File: src/rtl/inv_controller_if.sv
// Control bundle between the inverse AES sequencer and the byte-serial datapath.
// The controller drives everything except start, which comes from the host side.
interface inv_controller_if;
  logic       start;
  logic       busy;
  logic       ShowRcon;
  logic       DoInvSR;
  logic       DoInvMC;
  logic       state_reg_hold;
  logic       key_reg_hold;
  logic       DoKeySbox;
  logic       JustFirstColShift;
  logic       Done;
  logic       CorrectPlaintext;
  logic       output_sel;
  logic [1:0] KeyIn_sel;
  logic [1:0] SboxIn_sel;
  logic [7:0] Rcon;

  modport master (
    input  start,
    output busy, ShowRcon, DoInvSR, DoInvMC, state_reg_hold, key_reg_hold,
           DoKeySbox, JustFirstColShift, Done, CorrectPlaintext, output_sel,
           KeyIn_sel, SboxIn_sel, Rcon
  );

  modport slave (
    output start,
    input  busy, ShowRcon, DoInvSR, DoInvMC, state_reg_hold, key_reg_hold,
           DoKeySbox, JustFirstColShift, Done, CorrectPlaintext, output_sel,
           KeyIn_sel, SboxIn_sel, Rcon
  );
endinterface

File: src/rtl/inv_controller.sv
// Sequencer for the byte-serial masked AES-128 decryption core: a load phase
// followed by ten inverse rounds, with the inverse key schedule stepped alongside.
module inv_controller #(
  parameter int FinalRoundNumber = 10,
  parameter int LoadCycles       = 20,
  parameter int RoundCycles      = 23
) (
  input  logic              clk,
  input  logic              rst_n,
  inv_controller_if.master  ctrl
);

  typedef enum logic [1:0] {IDLE = 2'd0, LOAD = 2'd1, ROUND = 2'd2} state_e;

  localparam logic [4:0] LastLoadPer  = 5'(LoadCycles - 1);
  localparam logic [4:0] LastRoundPer = 5'(RoundCycles - 1);
  localparam logic [3:0] FinalRound   = 4'(FinalRoundNumber);
  localparam logic [7:0] FirstRcon    = 8'h36;

  state_e     state_q, state_d;
  logic [3:0] round_q, round_d;
  logic [4:0] per_q, per_d;
  logic [7:0] rcon_q, rcon_d;

  logic validLoad, validRound, finalRound;

  // Steps the round constant backwards: the inverse of multiplication by x in GF(2^8).
  function automatic logic [7:0] invXtime(input logic [7:0] b);
    if (b[0]) return ((b ^ 8'h1B) >> 1) | 8'h80;
    else      return b >> 1;
  endfunction

  assign validLoad  = (state_q == LOAD) && (per_q <= LastLoadPer);
  assign validRound = (state_q == ROUND) && (round_q >= 4'd1) &&
                      (round_q <= FinalRound) && (per_q <= LastRoundPer);
  assign finalRound = (round_q == FinalRound);

  always_comb begin
    state_d = state_q;
    round_d = round_q;
    per_d   = per_q;
    rcon_d  = rcon_q;
    unique case (state_q)
      IDLE: begin
        rcon_d = FirstRcon;
        if (ctrl.start) begin
          state_d = LOAD;
          round_d = 4'd0;
          per_d   = 5'd0;
        end
      end
      LOAD: begin
        if (!validLoad) begin
          state_d = IDLE;
          round_d = 4'd0;
          per_d   = 5'd0;
          rcon_d  = FirstRcon;
        end else if (per_q == LastLoadPer) begin
          state_d = ROUND;
          round_d = 4'd1;
          per_d   = 5'd0;
        end else begin
          per_d = per_q + 5'd1;
        end
      end
      ROUND: begin
        // Leaving the final round (or any corrupted encoding) rearms for the next run.
        if (!validRound || (finalRound && per_q == LastRoundPer)) begin
          state_d = IDLE;
          round_d = 4'd0;
          per_d   = 5'd0;
          rcon_d  = FirstRcon;
        end else if (per_q == LastRoundPer) begin
          round_d = round_q + 4'd1;
          per_d   = 5'd0;
          rcon_d  = invXtime(rcon_q);
        end else begin
          per_d = per_q + 5'd1;
        end
      end
      default: begin
        state_d = IDLE;
        round_d = 4'd0;
        per_d   = 5'd0;
        rcon_d  = FirstRcon;
      end
    endcase
  end

  always_ff @(posedge clk or negedge rst_n) begin
    if (!rst_n) begin
      state_q <= IDLE;
      round_q <= 4'd0;
      per_q   <= 5'd0;
      rcon_q  <= FirstRcon;
    end else begin
      state_q <= state_d;
      round_q <= round_d;
      per_q   <= per_d;
      rcon_q  <= rcon_d;
    end
  end

  // Datapath controls decode straight from the counters; IDLE values are the fallback.
  always_comb begin
    ctrl.busy              = 1'b0;
    ctrl.ShowRcon          = 1'b0;
    ctrl.DoInvSR           = 1'b0;
    ctrl.DoInvMC           = 1'b0;
    ctrl.state_reg_hold    = 1'b1;
    ctrl.key_reg_hold      = 1'b1;
    ctrl.DoKeySbox         = 1'b0;
    ctrl.JustFirstColShift = 1'b0;
    ctrl.Done              = 1'b0;
    ctrl.CorrectPlaintext  = 1'b0;
    ctrl.output_sel        = 1'b1;
    ctrl.KeyIn_sel         = 2'd0;
    ctrl.SboxIn_sel        = 2'd0;
    ctrl.Rcon              = FirstRcon;
    if (validLoad) begin
      ctrl.busy = 1'b1;
      ctrl.Rcon = rcon_q;
      if (per_q <= 5'd15) begin
        ctrl.state_reg_hold = 1'b0;
        ctrl.key_reg_hold   = 1'b0;
      end else begin
        ctrl.DoKeySbox  = 1'b1;
        ctrl.SboxIn_sel = 2'd1;
      end
    end else if (validRound) begin
      ctrl.busy       = 1'b1;
      ctrl.Rcon       = rcon_q;
      ctrl.KeyIn_sel  = 2'd2;
      ctrl.SboxIn_sel = 2'd3;
      if (per_q <= 5'd1) ctrl.key_reg_hold = 1'b0;
      if (per_q == 5'd2) begin
        ctrl.state_reg_hold    = 1'b0;
        ctrl.DoInvSR           = 1'b1;
        ctrl.JustFirstColShift = 1'b1;
      end
      if (per_q == 5'd3) ctrl.ShowRcon = 1'b1;
      if (per_q >= 5'd3 && per_q <= 5'd6) begin
        ctrl.KeyIn_sel  = 2'd1;
        ctrl.SboxIn_sel = 2'd2;
      end
      if (!finalRound && per_q[1:0] == 2'd3 && per_q <= 5'd15) ctrl.DoInvMC = 1'b1;
      if (per_q >= 5'd19) begin
        ctrl.DoKeySbox  = 1'b1;
        ctrl.SboxIn_sel = 2'd1;
      end
      if (finalRound) begin
        if (per_q >= 5'd3 && per_q <= 5'd6)  ctrl.output_sel       = 1'b0;
        if (per_q >= 5'd3 && per_q <= 5'd18) ctrl.Done             = 1'b1;
        if (per_q == 5'd4)                   ctrl.CorrectPlaintext = 1'b1;
      end
    end
  end

endmodule

File: src/flat_wrapper.sv
// flat-port wrapper written by rule: the top's interface ports become plain ports
module inv_controller_flat 
#(
  parameter int FinalRoundNumber = 10,
  parameter int LoadCycles       = 20,
  parameter int RoundCycles      = 23
)
  (clk, rst_n, ctrl_start, ctrl_busy, ctrl_ShowRcon, ctrl_DoInvSR, ctrl_DoInvMC, ctrl_state_reg_hold, ctrl_key_reg_hold, ctrl_DoKeySbox, ctrl_JustFirstColShift, ctrl_Done, ctrl_CorrectPlaintext, ctrl_output_sel, ctrl_KeyIn_sel, ctrl_SboxIn_sel, ctrl_Rcon);
  inv_controller_if ctrl_i ();
  input  logic clk;
  input  logic rst_n;
  input wire logic [$bits(ctrl_i.start)-1:0] ctrl_start;
  output wire logic [$bits(ctrl_i.busy)-1:0] ctrl_busy;
  output wire logic [$bits(ctrl_i.ShowRcon)-1:0] ctrl_ShowRcon;
  output wire logic [$bits(ctrl_i.DoInvSR)-1:0] ctrl_DoInvSR;
  output wire logic [$bits(ctrl_i.DoInvMC)-1:0] ctrl_DoInvMC;
  output wire logic [$bits(ctrl_i.state_reg_hold)-1:0] ctrl_state_reg_hold;
  output wire logic [$bits(ctrl_i.key_reg_hold)-1:0] ctrl_key_reg_hold;
  output wire logic [$bits(ctrl_i.DoKeySbox)-1:0] ctrl_DoKeySbox;
  output wire logic [$bits(ctrl_i.JustFirstColShift)-1:0] ctrl_JustFirstColShift;
  output wire logic [$bits(ctrl_i.Done)-1:0] ctrl_Done;
  output wire logic [$bits(ctrl_i.CorrectPlaintext)-1:0] ctrl_CorrectPlaintext;
  output wire logic [$bits(ctrl_i.output_sel)-1:0] ctrl_output_sel;
  output wire logic [$bits(ctrl_i.KeyIn_sel)-1:0] ctrl_KeyIn_sel;
  output wire logic [$bits(ctrl_i.SboxIn_sel)-1:0] ctrl_SboxIn_sel;
  output wire logic [$bits(ctrl_i.Rcon)-1:0] ctrl_Rcon;
  assign ctrl_i.start = ctrl_start;
  assign ctrl_busy = ctrl_i.busy;
  assign ctrl_ShowRcon = ctrl_i.ShowRcon;
  assign ctrl_DoInvSR = ctrl_i.DoInvSR;
  assign ctrl_DoInvMC = ctrl_i.DoInvMC;
  assign ctrl_state_reg_hold = ctrl_i.state_reg_hold;
  assign ctrl_key_reg_hold = ctrl_i.key_reg_hold;
  assign ctrl_DoKeySbox = ctrl_i.DoKeySbox;
  assign ctrl_JustFirstColShift = ctrl_i.JustFirstColShift;
  assign ctrl_Done = ctrl_i.Done;
  assign ctrl_CorrectPlaintext = ctrl_i.CorrectPlaintext;
  assign ctrl_output_sel = ctrl_i.output_sel;
  assign ctrl_KeyIn_sel = ctrl_i.KeyIn_sel;
  assign ctrl_SboxIn_sel = ctrl_i.SboxIn_sel;
  assign ctrl_Rcon = ctrl_i.Rcon;
  inv_controller #(.FinalRoundNumber(FinalRoundNumber), .LoadCycles(LoadCycles), .RoundCycles(RoundCycles)) u_core (.clk(clk), .rst_n(rst_n), .ctrl(ctrl_i));
endmodule
File: config.mk
export PLATFORM = sky130hd
export DESIGN_NAME = inv_controller_flat
export DESIGN_NICKNAME = d
export VERILOG_FILES = /design/src/rtl/inv_controller_if.sv /design/src/rtl/inv_controller.sv /design/src/flat_wrapper.sv
export SDC_FILE = /design/constraint.sdc
export NUM_CORES = 1
export LEC_CHECK = 0
export BUFFER_PORTS_ARGS = -buffer_cell sky130_fd_sc_hd__buf_2
export CAP_MARGIN = 25
export CELL_PAD_IN_SITES_DETAIL_PLACEMENT = 0
export CELL_PAD_IN_SITES_GLOBAL_PLACEMENT = 2
export CORE_MARGIN = 3
export CORE_UTILIZATION = 30
export DETAILED_ROUTE_END_ITERATION = 10
export GPL_TIMING_DRIVEN = 1
export PLACE_DENSITY_LB_ADDON = 0.1
export SETUP_SLACK_MARGIN = 0.15
export SLEW_MARGIN = 10
export SYNTH_ARGS = -nofsm -noshare
export SYNTH_HDL_FRONTEND = slang
export SYNTH_SLANG_ARGS = --single-unit
File: constraint.sdc
create_clock -name clk -period 1.93 [get_ports clk]
set_input_delay 0.193 -clock clk [delete_from_list [all_inputs] [get_ports clk]]
set_output_delay 0.193 -clock clk [all_outputs]
set_load 0.01 [all_outputs]
Yosys cells after proc, flatten, opt, wreduce, memory -nomap -nowiden
Cells that the tools add are included.
{ "totals": {"elab_cells": 112, "regBits": 19, "output_inout_bits": 23, "inputBits": 3} }
{ "classes": {"n_lt_le_gt_ge": 10, "n_eq_ne": 14, "n_addsub": 2, "reduce_logical": 16, "n_bitwise": 1, "mux": 65} }
{ "ops": {"columns": ["operator", "n"], "rows": [
  ["$mux W8", 6],
  ["$mux W1", 35],
  ["$mux W5", 5],
  ["$mux W2", 10],
  ["$mux W4", 5],
  ["$pmux W8 S2", 1],
  ["$le A5 B5 Y1 const B", 3],
  ["$pmux W5 S3", 1],
  ["$pmux W4 S3", 1],
  ["$eq A5 B2 Y1 const B", 2],
  ["$eq A5 B5 Y1 const B", 2],
  ["$logic_and A1 B1 Y1", 9],
  ["$ne A2 B2 Y1 const B", 3],
  ["$ne A3 B3 Y1 const B", 2],
  ["$pmux W2 S3", 1],
  ["$reduce_and A3 Y1", 2],
  ["$add A5 B1 Y5 const B", 1],
  ["$eq A5 B3 Y1 const B", 1],
  ["$ge A5 B2 Y1 const B", 1],
  ["$ge A5 B5 Y1 const B", 1],
  ["$le A5 B1 Y1 const B", 1],
  ["$le A5 B3 Y1 const B", 1],
  ["$le A5 B4 Y1 const B", 1],
  ["$add A4 B1 Y4 const B", 1],
  ["10 further kinds", 12]
]} }

Logic depth before layout (Yosys ltp)
Gate-level depths: netlist of the first run.
{ "depth": {"ltp_word": 8, "depth_mapped": 9} }

Worst setup path after synthesis of the first run
OpenSTA, ideal clock, no wires.
{ "synth_path": {"kind": "flip-flop to output port", "start": "register u_core.per_q[0]", "end": "output ctrl_JustFirstColShift", "setup_slack_ps": -304, "path_buffers": 1, "arrival_time_ps": 2041, "path_stages_with_launch": 8, "cell_sequence": "dfrtp_1 > ha_1 > or4_4 > nand3_2 > nand2_2 > nor4_4 > and2_1 > buf_4"} }
{ "synth_via": {"elab_chain_len": 4, "elab_cells_between_ends": 8, "cone_classes": "order compare (2); eq/ne (1); mux (3); reduce/logical (2)"} }
{ "synth_rtl": {"columns": ["item", "line", "source"], "rows": [
  ["from (decl)", "inv_controller.sv:22", "logic [4:0] per_q, per_d;"],
  ["from (signal assigned)", "inv_controller.sv:99", "per_q <= per_d;"],
  ["$le A5 B5 Y1 / $eq A5 B2 Y1 (equally long branches)", "inv_controller.sv:35, inv_controller.sv:136", null],
  ["$logic_and A1 B1 Y1 / $mux W1 (equally long branches)", null, null],
  ["$mux W1", null, null],
  ["$mux W1 (*)", null, null],
  ["to (decl)", "flat_wrapper.sv:20", "output wire logic [$bits(ctrl_i.JustFirstColShift)-1:0] ctrl_JustFirstColShift;"]
]} }
Mark *: on every way between the ends. The rest lies on a longest branch, timed or not.

Worst setup path in the final report of the first run
{ "layout_path": {"start": "register u_core.round_q[1]", "end": "register u_core.rcon_q[0]"} }
{ "layout_via": {"elab_chain_len": 8, "elab_cells_between_ends": 13, "cone_classes": "order compare (2); eq/ne (2); mux (2); reduce/logical (7)"} }
{ "layout_rtl": {"columns": ["item", "line", "source"], "rows": [
  ["from (decl)", "inv_controller.sv:21", "logic [3:0] round_q, round_d;"],
  ["from (signal assigned)", "inv_controller.sv:98", "round_q <= round_d;"],
  ["$ge A4 B1 Y1", "inv_controller.sv:34", "assign validRound = (state_q == ROUND) && (round_q >= 4'd1) &&"],
  ["$logic_and A1 B1 Y1 (2 in a row)", "inv_controller.sv:34", null],
  ["$logic_and A1 B1 Y1", "inv_controller.sv:35", "(round_q <= FinalRound) && (per_q <= LastRoundPer);"],
  ["$logic_not A1 Y1", "inv_controller.sv:68", "if (!validRound || (finalRound && per_q == LastRoundPer)) begin"],
  ["$logic_or A1 B1 Y1 (*)", "inv_controller.sv:68", null],
  ["$mux W8 / $ne A3 B3 Y1 (equally long branches)", null, null],
  ["$pmux W8 S2 / $reduce_and A2 Y1 (equally long branches)", null, null],
  ["to (signal assigned)", "inv_controller.sv:95", "rcon_q <= FirstRcon;"],
  ["to (signal assigned)", "inv_controller.sv:100", "rcon_q <= rcon_d;"],
  ["to (decl)", "inv_controller.sv:23", "logic [7:0] rcon_q, rcon_d;"]
]} }
Marks and branches as above.
A chain may end at the register's enable or synchronous reset.

==> impl_metrics.csv, run 1 <==
group,metric,value,unit
clock_network,cts_buffer_depth,2,
synthesis,ys_ff_latch,19,
global_routing,grt_usage,17.8,%
critical_path,rr_endpoint,"u_core.rcon_q[0]$_DFFE_PN0P_",
critical_path,cp-end-kind,"flip-flop",
min_path,hp-start,"ctrl_start",
finish,drive_gt1_share,59.1,%
critical_path,path_class,"flip-flop to flip-flop",
global_routing,antenna_found_initial,0,
global_routing,grt_util_met1,20.6,%
power_and_ir_drop,peakVddDrop,0.000720,V
critical_path,ff2ff_path_depth,14,
critical_path,crit_arrival,2500,ps
routing,routed_via_density,5.10,
routing,wl_per_cell,15.8,um
placed_design,port_buffers,25,
die,fp.dieW,75.6,um
job,drv_cap,0,
synthesis,ys.flop_type,"dfrtp_1",
clock_network,clk_pin_slew,80,ps
global_routing,met2_usage,32.7,%
sta,rsz0062_at_grt,"yes",
routing,antenna_left,0,
critical_path,cp-start-kind,"flip-flop",
synthesis,synth_edf_count,0,
finish,syn2layout_area_growth,70.6,%
synthesis,synth_nets,186,
sta,fmax,433,MHz
die,initial_core_util,32.2,%
global_routing,busiest_layer,"met2",
clock_network,numClockSinks,19,
clock_network,root_buffer,"clkbuf_8",
routing,drc_errors,0,
critical_path,crit_path_max_fanout,4,
die,num_io_pins,26,
sta,fin_skew,6.46,ps
routing,drt-total-wl,4.85,mm
die,core_area,4500,um2
sta,slew_headroom,64.4,%
global_routing,first_global_vias,1627,
sta,worst_pin_slew,532,ps
routing,dr_total_vias,1560,
sta,finalWorstSetupSlack,-378,ps
min_path,hold_path.class,"input port to flip-flop",
synthesis,yosysUniqueCellTypes,52,
min_path,min_to,"u_core.state_q[0]$_DFFE_PN0P_",
sta,finalCritPeriodShare,120,%
finish,ff_latch_area,484,um2
placed_design,place.gp.congestion,0.805,
routing,drtIter0Drc,38,
placed_design,dp_hpwl,3.27,mm
die,die_h,75.6,um
clock_network,clk_latency,260,ps
critical_path,crit-reg2reg-launch,"u_core.round_q[1]$_DFFE_PN0P_",
power_and_ir_drop,total_leakage_power,1.09,nW
synthesis,ys_seq_area_share,33.1,%
power_and_ir_drop,power_density,938,nW/um2
critical_path,worstPathRequired,2120,ps
placed_design,placed_cells,278,
run_status,status,"finished, violations left",
finish,fin_util,55.0,%
global_routing,grt_overflow,0,
synthesis,async_flop_share,100,%
finish,num_antenna_cells,0,
synthesis,synthCells,171,
sta,hold_violations,0,
clock_network,cts_tree,"done",
finish,n_fill_cell,394,
sta,whs,340,ps
routing,dr.pass1.iters,4,
run_status,violations,"setup timing",
sta,setup_viol,40,
global_routing,use_met3,3.83,%
die,die-area,5710,um2
clock_network,htreeDepth,1,
synthesis,synth_area_per_cell,8.49,um2
finish,nNetsFinal,270,
sta,maxSlewViolCount,0,
die,row_count,24,
min_path,whs_path_depth,3,
finish,multi_input_area,1160,um2
clock_network,numCtsBuffers,3,
global_routing,grt_max_degree,20,
global_routing,grt_pass1_wl,7.69,mm
critical_path,r2r_slack,-380,ps
sta,layout_min_cycle_time,2310,ps
synthesis,syn_area,1450,um2
finish,layout.cells.non_filler,306,
synthesis,yosys_warnings,0,
==> report_power, final <==
part	internal, mW	switching, mW
Combinational	0.711	0.802
Sequential	0.462	0.0642
Clock	0.144	0.141
==> final cells by class <==
| type | count | area share, % |
|---|---|---|
| Tap cell | 52 | 2.62 |
| Multi-Input combinational cell | 133 | 47.0 |
| Clock inverter | 1 | 0.202 |
| Timing Repair Buffer | 85 | 27.0 |
| Inverter | 13 | 1.97 |
| Sequential cell | 19 | 19.5 |
| Clock buffer | 3 | 1.67 |
==> metal layers <==
metal	share of wire, %	vias up	wire (um)
li1	-	774	-
met1	43	754	2070
met2	54	24	2620
met3	2.1	8	102
met4	1.1	0	55
met5	0	-	0
==> how the worst max path moves through the flow <==
| stage | startpoint | to | slack [ps] | depth (start not counted) |
|---|---|---|---|---|
| final | u_core.round_q[1]$_DFFE_PN0P_ | u_core.rcon_q[0]$_DFFE_PN0P_ | -380 | 14 |
| after global routing | u_core.round_q[0]$_DFFE_PN0P_ | u_core.rcon_q[0]$_DFFE_PN0P_ | -520 | 15 |
| after CTS | u_core.round_q[0]$_DFFE_PN0P_ | ctrl_SboxIn_sel[0] | -370 | 6 |
| after detailed placement | u_core.round_q[0]$_DFFE_PN0P_ | ctrl_DoInvSR | -210 | 9 |
| after global placement | u_core.round_q[0]$_DFFE_PN0P_ | ctrl_DoInvSR | -130 | 9 |
| after floorplan | u_core.per_q[0]$_DFFE_PN0P_ | ctrl_JustFirstColShift | -80 | 7 |
==> layout by cell type (no fill, tap or decap), types with 2 or more instances in the layout <==
cell type	instances
nor2b_1	5
dfstp_2	4
nand3_1	4
nor3_2	3
inv_1	8
nor2_2	3
ha_4	3
o21ai_2	8
o22ai_2	2
buf_6	19
and3_4	3
nor2_1	14
buf_4	42
o211ai_1	2
clkbuf_8	3
and3_1	3
nor3_4	2
or2_1	5
a31oi_4	3
buf_2	22
nand2_1	6
inv_2	4
nor2_4	2
o21ai_1	8
a21oi_1	3
ha_1	9
and2_1	2
dfrtp_2	3
dfrtp_1	12
nand4_1	3
nand3_2	5
nand2_2	2
a21oi_2	2
==> synthesized netlist by cell type (all sizes together) (2+ instances only) <==
cell    count  area [um2]
and2        3        18.8
nand2b      2        12.5
or2         5        31.3
o211ai      2        15.0
a31oi       4        25.0
buf         4        28.8
dfstp       4         105
inv        12        45.1
nor2       19        73.8
nand2       9        36.3
clkbuf      2        7.51
nand4       3        18.8
and4        2        20.0
and3        6        42.5
o31ai       2        15.0
nor3        6        30.0
dfrtp      15         375
o21ai      18        90.1
nand3      10        55.1
ha         12         150
o22ai       2        12.5
nor2b       5        31.3
a21oi       6        48.8
nor4        2        27.5
==> registers in the layout (all words and copies together), names as in the netlist <==
signal / cells
u_core.round_q: 4
u_core.state_q: 2
u_core.per_q: 5
u_core.rcon_q: 8
==> cells by family after synthesis <==
logic type | Yosys count | share of synthesized area, %
simple gates | 77 | 30.5
compound gates | 41 | 18.3
buf+inv | 19 | 5.86
flops | 19 | 33.1
fa+ha+maj | 12 | 10.3
xor+xnor | 2 | 1.21
mux | 1 | 0.689
==> stage by stage <==
step	total power [mW]	setup TNS, ps	setup WS, ps	cell area [um2]
after floorplan	1.16	-131	-75.7	1510
after detailed placement	1.59	-1980	-209	1940
after global routing	2.49	-15610	-525	2480
final	2.32	-11160	-378	2480
after CTS	2.12	-10140	-374	2280
after global placement	1.57	-999	-132	1940
==> timing repair <==
| item | CTS | global route |
|---|---|---|
| setup endpoints to repair | 42 | 42 |
| pin swaps | 19 | 24 |
| gates cloned | 0 | 1 |
| resized for setup | 38 | 32 |
| hold endpoints to repair | 15 | 0 |
| hold buffers | 1 | 0 |
| buffers inserted | 16 | 6 |
==> critical path: stages, from the launching register on <==
cell	delay, ps
dfrtp_1	420
buf_4	160
nor2b_1	120
o21ai_1	160
buf_4	140
buf_6	80
buf_6	80
buf_6	80
nand4_1	180
buf_4	220
nor2_4	160
buf_6	120
buf_6	110
a31oi_4	80
a31oi_1	130
Power figures use the tool's default switching activity.
==> inputs of run 2 (changes only) <==
- CORE_UTILIZATION: 30 -> 35
- CTS_CLUSTER_SIZE: unset -> 24
- clock period: 1.93 -> 2.7 ns (I/O delays scaled with it)
==> impl_metrics.csv, run 2 (synthesis gave the netlist of run 1 again) <==
group,metric,value,unit
global_routing,first_global_vias,1225,
die,initial_core_util,38.0,%
sta,setup_viol,0,
critical_path,cp-end-kind,"primary output",
routing,antenna_left,0,
routing,dr.pass1.iters,4,
critical_path,crit_path_max_fanout,5,
finish,stdcell_area,1850,um2
die,core_area,3830,um2
sta,hold_violations,0,
clock_network,htreeDepth,1,
critical_path,cpPeakStageDelay,440,ps
routing,drc_errors,0,
global_routing,grt_max_degree,20,
placed_design,dp_hpwl,2.75,mm
die,num_io_pins,26,
critical_path,crit_path_top_delay_cell,"or4_4",
die,row_count,22,
clock_network,cts_buffer_depth,2,
critical_path,path_class,"flip-flop to primary output",
global_routing,grt_overflow,0,
clock_network,numClockSinks,19,
global_routing,grt_pass1_wl,6.04,mm
die,die-area,4960,um2
placed_design,port_buffers,25,
finish,num_antenna_cells,0,
finish,top_regs,"u_core.rcon_q: 8 flops, u_core.per_q: 5 flops, u_core.round_q: 4 flops",
power_and_ir_drop,power_density,669,nW/um2
run_status,status,"finished clean",
sta,rsz0062_at_grt,"yes",
power_and_ir_drop,peakVddDrop,0.000306,V
placed_design,place.gp.congestion,0.798,
finish,final_common_cell,"buf_2",
sta,fin_skew,4.22,ps
finish,nNetsFinal,230,
finish,syn2layout_area_growth,27.4,%
finish,largest_reg_flops,8,
die,fp.dieW,70.4,um
power_and_ir_drop,total_leakage_power,0.832,nW
finish,fin_util,48.4,%
clock_network,clk_latency,250,ps
placed_design,place_area,1640,um2
critical_path,path_cells,"buf_6 -> ha_4 -> or4_4 -> nand3_4 -> nand2_4 -> nor4_4 -> and2_1 -> buf_2",
critical_path,worstPathRequired,2430,ps
clock_network,clk_pin_slew,70,ps
sta,finalCritPeriodShare,91.3,%
routing,dr_total_vias,1380,
clock_network,numCtsBuffers,3,
finish,regMostFlops,"u_core.rcon_q",
finish,drive_gt1_share,32.2,%
routing,routed_via_density,5.27,
sta,whs,442,ps
routing,drtIter0Drc,46,
critical_path,cp-start-kind,"flip-flop",
min_path,whs_path_depth,3,
routing,wl_per_cell,14.1,um
finish,mostFrequentLayoutCells,"25 x buf_2, 18 x nor2_1, 16 x buf_4",
global_routing,grt_usage,15.1,%
sta,worst_pin_slew,974,ps
global_routing,antenna_found_initial,0,
routing,drt-total-wl,3.69,mm
clock_network,root_buffer,"clkbuf_8",
job,drv_cap,0,
critical_path,crit_arrival,2200,ps
sta,slew_headroom,34.8,%
finish,n_fill_cell,375,
sta,fin_setup_tns,0,ps
sta,maxSlewViolCount,0,
sta,fmax,406,MHz
min_path,hold_path.class,"input port to flip-flop",
clock_network,cts_tree,"done",
sta,layout_min_cycle_time,2470,ps
die,die_h,70.4,um
critical_path,ff2ff_path_depth,8,
run 2: cell types whose count changed in the layout (fill, tap and decap cells not counted), moves of 4 or more:
cell	delta
o21ai_2	-7
o21ai_0	+5
nor3_1	+5
nand3_2	-5
buf_4	-26
nor2_1	+4
buf_6	-16
nand3_1	+5
run 2: path summary, 6_finish.rpt:
check	startpoint	slack, ps	end
max	u_core.per_q[0]$_DFFE_PN0P_	230	ctrl_DoInvSR
min	ctrl_start	440	u_core.state_q[0]$_DFFE_PN0P_
max in group asynchronous	rst_n	1880	u_core.rcon_q[2]$_DFFE_PN1P_
max reg2reg	u_core.per_q[1]$_DFFE_PN0P_	310	u_core.round_q[2]$_DFFE_PN0P_
min in group asynchronous	rst_n	490	u_core.per_q[1]$_DFFE_PN0P_
min reg2reg	u_core.rcon_q[6]$_DFFE_PN0P_	510	u_core.rcon_q[5]$_DFFE_PN1P_
run 2: area by class of cell:
class / count / area [um2] / area share (%)
clock buffers: 3 / 41.3 / 2.23
inverters: 13 / 51.3 / 2.77
multi-input cells: 133 / 921 / 49.8
flip-flops and latches: 19 / 483 / 26.1
repair buffers: 45 / 289 / 15.6
clock inverters: 1 / 5.00 / 0.270
well taps: 48 / 60.1 / 3.25
run 2: per-layer routing:
metal / share of wire, % / wire, um / track usage (%)
met3: 3.7 / 138 / 2.30
met1: 50 / 1850 / 22.5
met4: 0.46 / 17 / 3.83
met2: 46 / 1680 / 22.5
met5: 0 / 0 / 0
run 2: power breakdown:
group          switching (mW)  internal (mW)
Clock                  0.0952          0.102
Sequential             0.0316          0.329
Combinational           0.411          0.268
Total                   0.538          0.700
run 2: metrics by stage:
step | total power [mW] | cells | setup slack, ps
after global routing | 1.36 | 262 | 110
after global placement | 0.948 | 243 | 262
after detailed placement | 0.953 | 243 | 238
final | 1.24 | 262 | 234
after CTS | 1.16 | 250 | 158
after floorplan | 0.784 | 171 | 389
run 2: critical path: cells and delay by family (launching register included):
| family | cells | cell delay (ps) |
|---|---|---|
| DFF | 1 | 400 |
| adders and majority gates | 1 | 150 |
| and+or+nand+nor | 5 | 1130 |
| buffers and inverters | 2 | 260 |
run 2: repair_timing:
| item | in CTS | in global routing |
|---|---|---|
| resized for setup | 2 | 11 |
| endpoints found under the hold margin | 15 | 0 |
| setup endpoints to repair | 20 | 15 |
| buffers inserted | 2 | 12 |
| pin swaps | 0 | 8 |
| hold buffers | 1 | 0 |
==> inputs of run 3 (changes only) <==
- ABC_AREA: unset -> 1
- CORE_UTILIZATION: 35 -> 34
==> impl_metrics.csv, run 3 <==
group,metric,value,unit
die,core_area,4170,um2
routing,routed_via_density,4.86,
sta,fin_skew,6.40,ps
critical_path,crit_arrival,2060,ps
synthesis,yosysTopAreaCellShare,24.4,%
min_path,whs_path_depth,4,
synthesis,synth_area_per_cell,7.50,um2
die,row_count,23,
critical_path,critical_path_buf_inv_count,4,
critical_path,crit_path_top_delay_cell,"dfrtp_1",
synthesis,ys_seq_area_share,31.2,%
finish,syn2layout_area_growth,14.8,%
critical_path,worstPathRequired,2430,ps
finish,ff_latch_area,480,um2
placed_design,dp_hpwl,2.86,mm
power_and_ir_drop,p_total,1.38,mW
sta,maxSlewViolCount,0,
clock_network,cts_tree,"done",
routing,wl_per_cell,12.9,um
global_routing,grt_overflow,0,
clock_network,clk_pin_slew,80,ps
clock_network,htreeDepth,1,
synthesis,yosys_warnings,0,
finish,regMostFlops,"u_core.rcon_q",
placed_design,place.gp.congestion,0.778,
sta,setup_viol,0,
power_and_ir_drop,peakVddDrop,0.000476,V
die,die-area,5370,um2
sta,layout_min_cycle_time,2330,ps
power_and_ir_drop,power_density,779,nW/um2
die,initial_core_util,36.9,%
routing,dr.pass1.iters,4,
critical_path,cp.depth,12,
critical_path,ff2ff_path_depth,10,
clock_network,numClockSinks,19,
sta,worst_pin_slew,501,ps
synthesis,synthTopCellsByArea,"dfrtp_1 24%, nand2_1 13%, ha_1 9.8%",
critical_path,cp-start-kind,"flip-flop",
global_routing,grt_usage,14.7,%
synthesis,synth_top_cell_by_area,"dfrtp_1",
finish,largest_reg_flops,8,
sta,fmax,430,MHz
finish,drive_gt1_share,27.9,%
routing,drtIter0Drc,36,
finish,top_regs,"u_core.rcon_q: 8 flops, u_core.per_q: 5 flops, u_core.round_q: 4 flops",
die,num_io_pins,26,
min_path,hold_path.class,"input port to flip-flop",
routing,drc_errors,0,
job,drv_cap,0,
sta,slew_headroom,66.5,%
routing,drt-total-wl,3.64,mm
routing,dr_total_vias,1375,
critical_path,cp_top_family,"simple AND/OR/NAND/NOR gates",
finish,final_common_cell,"nand2_1",
die,die_h,73.3,um
clock_network,clk_latency,260,ps
die,fp.dieW,73.3,um
synthesis,ys.flop_type,"dfrtp_1",
placed_design,port_buffers,25,
clock_network,root_buffer,"clkbuf_8",
global_routing,first_global_vias,1295,
clock_network,numCtsBuffers,3,
finish,nNetsFinal,249,
run_status,status,"finished clean",
placed_design,placed_cells,276,
critical_path,cpPeakStageDelay,460,ps
synthesis,synth_edf_count,0,
critical_path,worst_path_most_repeated_cell,"nand2_2",
global_routing,grt_max_degree,20,
sta,fin_setup_tns,0,ps
synthesis,async_flop_share,100,%
synthesis,synthTopCellsByCount,"54 x nand2_1, 24 x nor2_1, 21 x inv_1",
finish,mostFrequentLayoutCells,"54 x nand2_1, 25 x buf_2, 24 x nor2_1",
critical_path,path_cells,"inv_1 -> ha_1 -> inv_1 -> nor2_1 -> nand2_1 -> nand2_2 -> nor2_8 -> nand2_2 -> nand2_2 -> inv_2 -> or2_1 -> buf_2",
synthesis,synthCells,205,
critical_path,crit_path_max_fanout,8,
finish,layout.cells.non_filler,283,
sta,finalCritPeriodShare,86.2,%
clock_network,cts_buffer_depth,2,
synthesis,syn_area,1540,um2
global_routing,grt_pass1_wl,6.22,mm
critical_path,cp-end-kind,"primary output",
sta,rsz0062_at_grt,"no",
routing,antenna_left,0,
synthesis,synth_nets,220,
finish,num_antenna_cells,0,
power_and_ir_drop,total_leakage_power,0.883,nW
critical_path,path_class,"flip-flop to primary output",
finish,n_fill_cell,445,
global_routing,antenna_found_initial,0,
finish,multi_input_area,930,um2
synthesis,ys_ff_latch,19,
synthesis,synth.most_common_cell,"nand2_1",
synthesis,yosysUniqueCellTypes,31,
sta,hold_violations,0,
==> run 3: stage by stage <==
| step | utilization [%] | area, um2 | setup WS, ps | hold WS, ps |
|---|---|---|---|---|
| floorplan | - | 1540 | 752 | -25.6 |
| global placement | 40.4 | 1690 | 603 | 243 |
| detailed placement | 40.4 | 1690 | 530 | 255 |
| CTS | 41.8 | 1750 | 244 | 360 |
| global route | 42.3 | 1770 | 200 | 373 |
| finish | 42.3 | 1770 | 372 | 371 |
==> run 3: cells by family after synthesis <==
family	count (synthesis)	share of synthesized area, %
buf+inv	29	8.62
flops	19	31.2
xor+xnor	6	3.42
fa+ha+maj	12	9.76
compound gates	22	9.44
simple gates	117	37.5
==> run 3: worst paths after layout <==
| check | from | to | slack (ps) |
|---|---|---|---|
| setup / recovery | u_core.round_q[0]$_DFFE_PN0P_ | ctrl_Rcon[4] | 370 |
| hold / removal | ctrl_start | u_core.per_q[1]$_DFFE_PN0P_ | 370 |
| setup reg to reg | u_core.round_q[0]$_DFFE_PN0P_ | u_core.state_q[1]$_DFFE_PN0P_ | 820 |
| hold reg to reg | u_core.rcon_q[2]$_DFFE_PN1P_ | u_core.rcon_q[2]$_DFFE_PN1P_ | 480 |
| max in group asynchronous | rst_n | u_core.rcon_q[2]$_DFFE_PN1P_ | 1870 |
| min in group asynchronous | rst_n | u_core.per_q[4]$_DFFE_PN0P_ | 490 |
==> run 3: repair_timing <==
action / 4_1_cts / 5_1_grt
hold buffers: 1 / 0
hold endpoints to repair: 15 / 0
gates resized for setup: 0 / 1
setup buffers: 0 / 2
setup endpoints to repair: 0 / 13
==> run 3: layer usage <==
layer  vias to the layer above  track usage (%)  wire, um
met5                         -                0         0
met2                        16             24.4      1730
li1                        706                -         -
met1                       653             20.4      1800
met3                         0             3.01       119
met4                         0             1.23         0
==> run 3: tightest hold or removal path, stage by stage <==
cell and delay [ps]:
buf_2 80, nor2_1 110, nand2_1 80, nand2_1 50
==> run 3: area by class of cell <==
cell class                 count  area share, %
inverter                      25           5.32
clock buffer                   3           2.34
multi-input combinational    157           52.7
sequential                    19           27.2
tap                           50           3.54
timing repair buffer          28           8.50
clock inverter                 1          0.425
==> run 3: where the power goes <==
group          internal (mW)  switching, mW
logic                  0.240          0.494
registers              0.366         0.0732
clock network          0.104         0.0981
total                  0.710          0.665
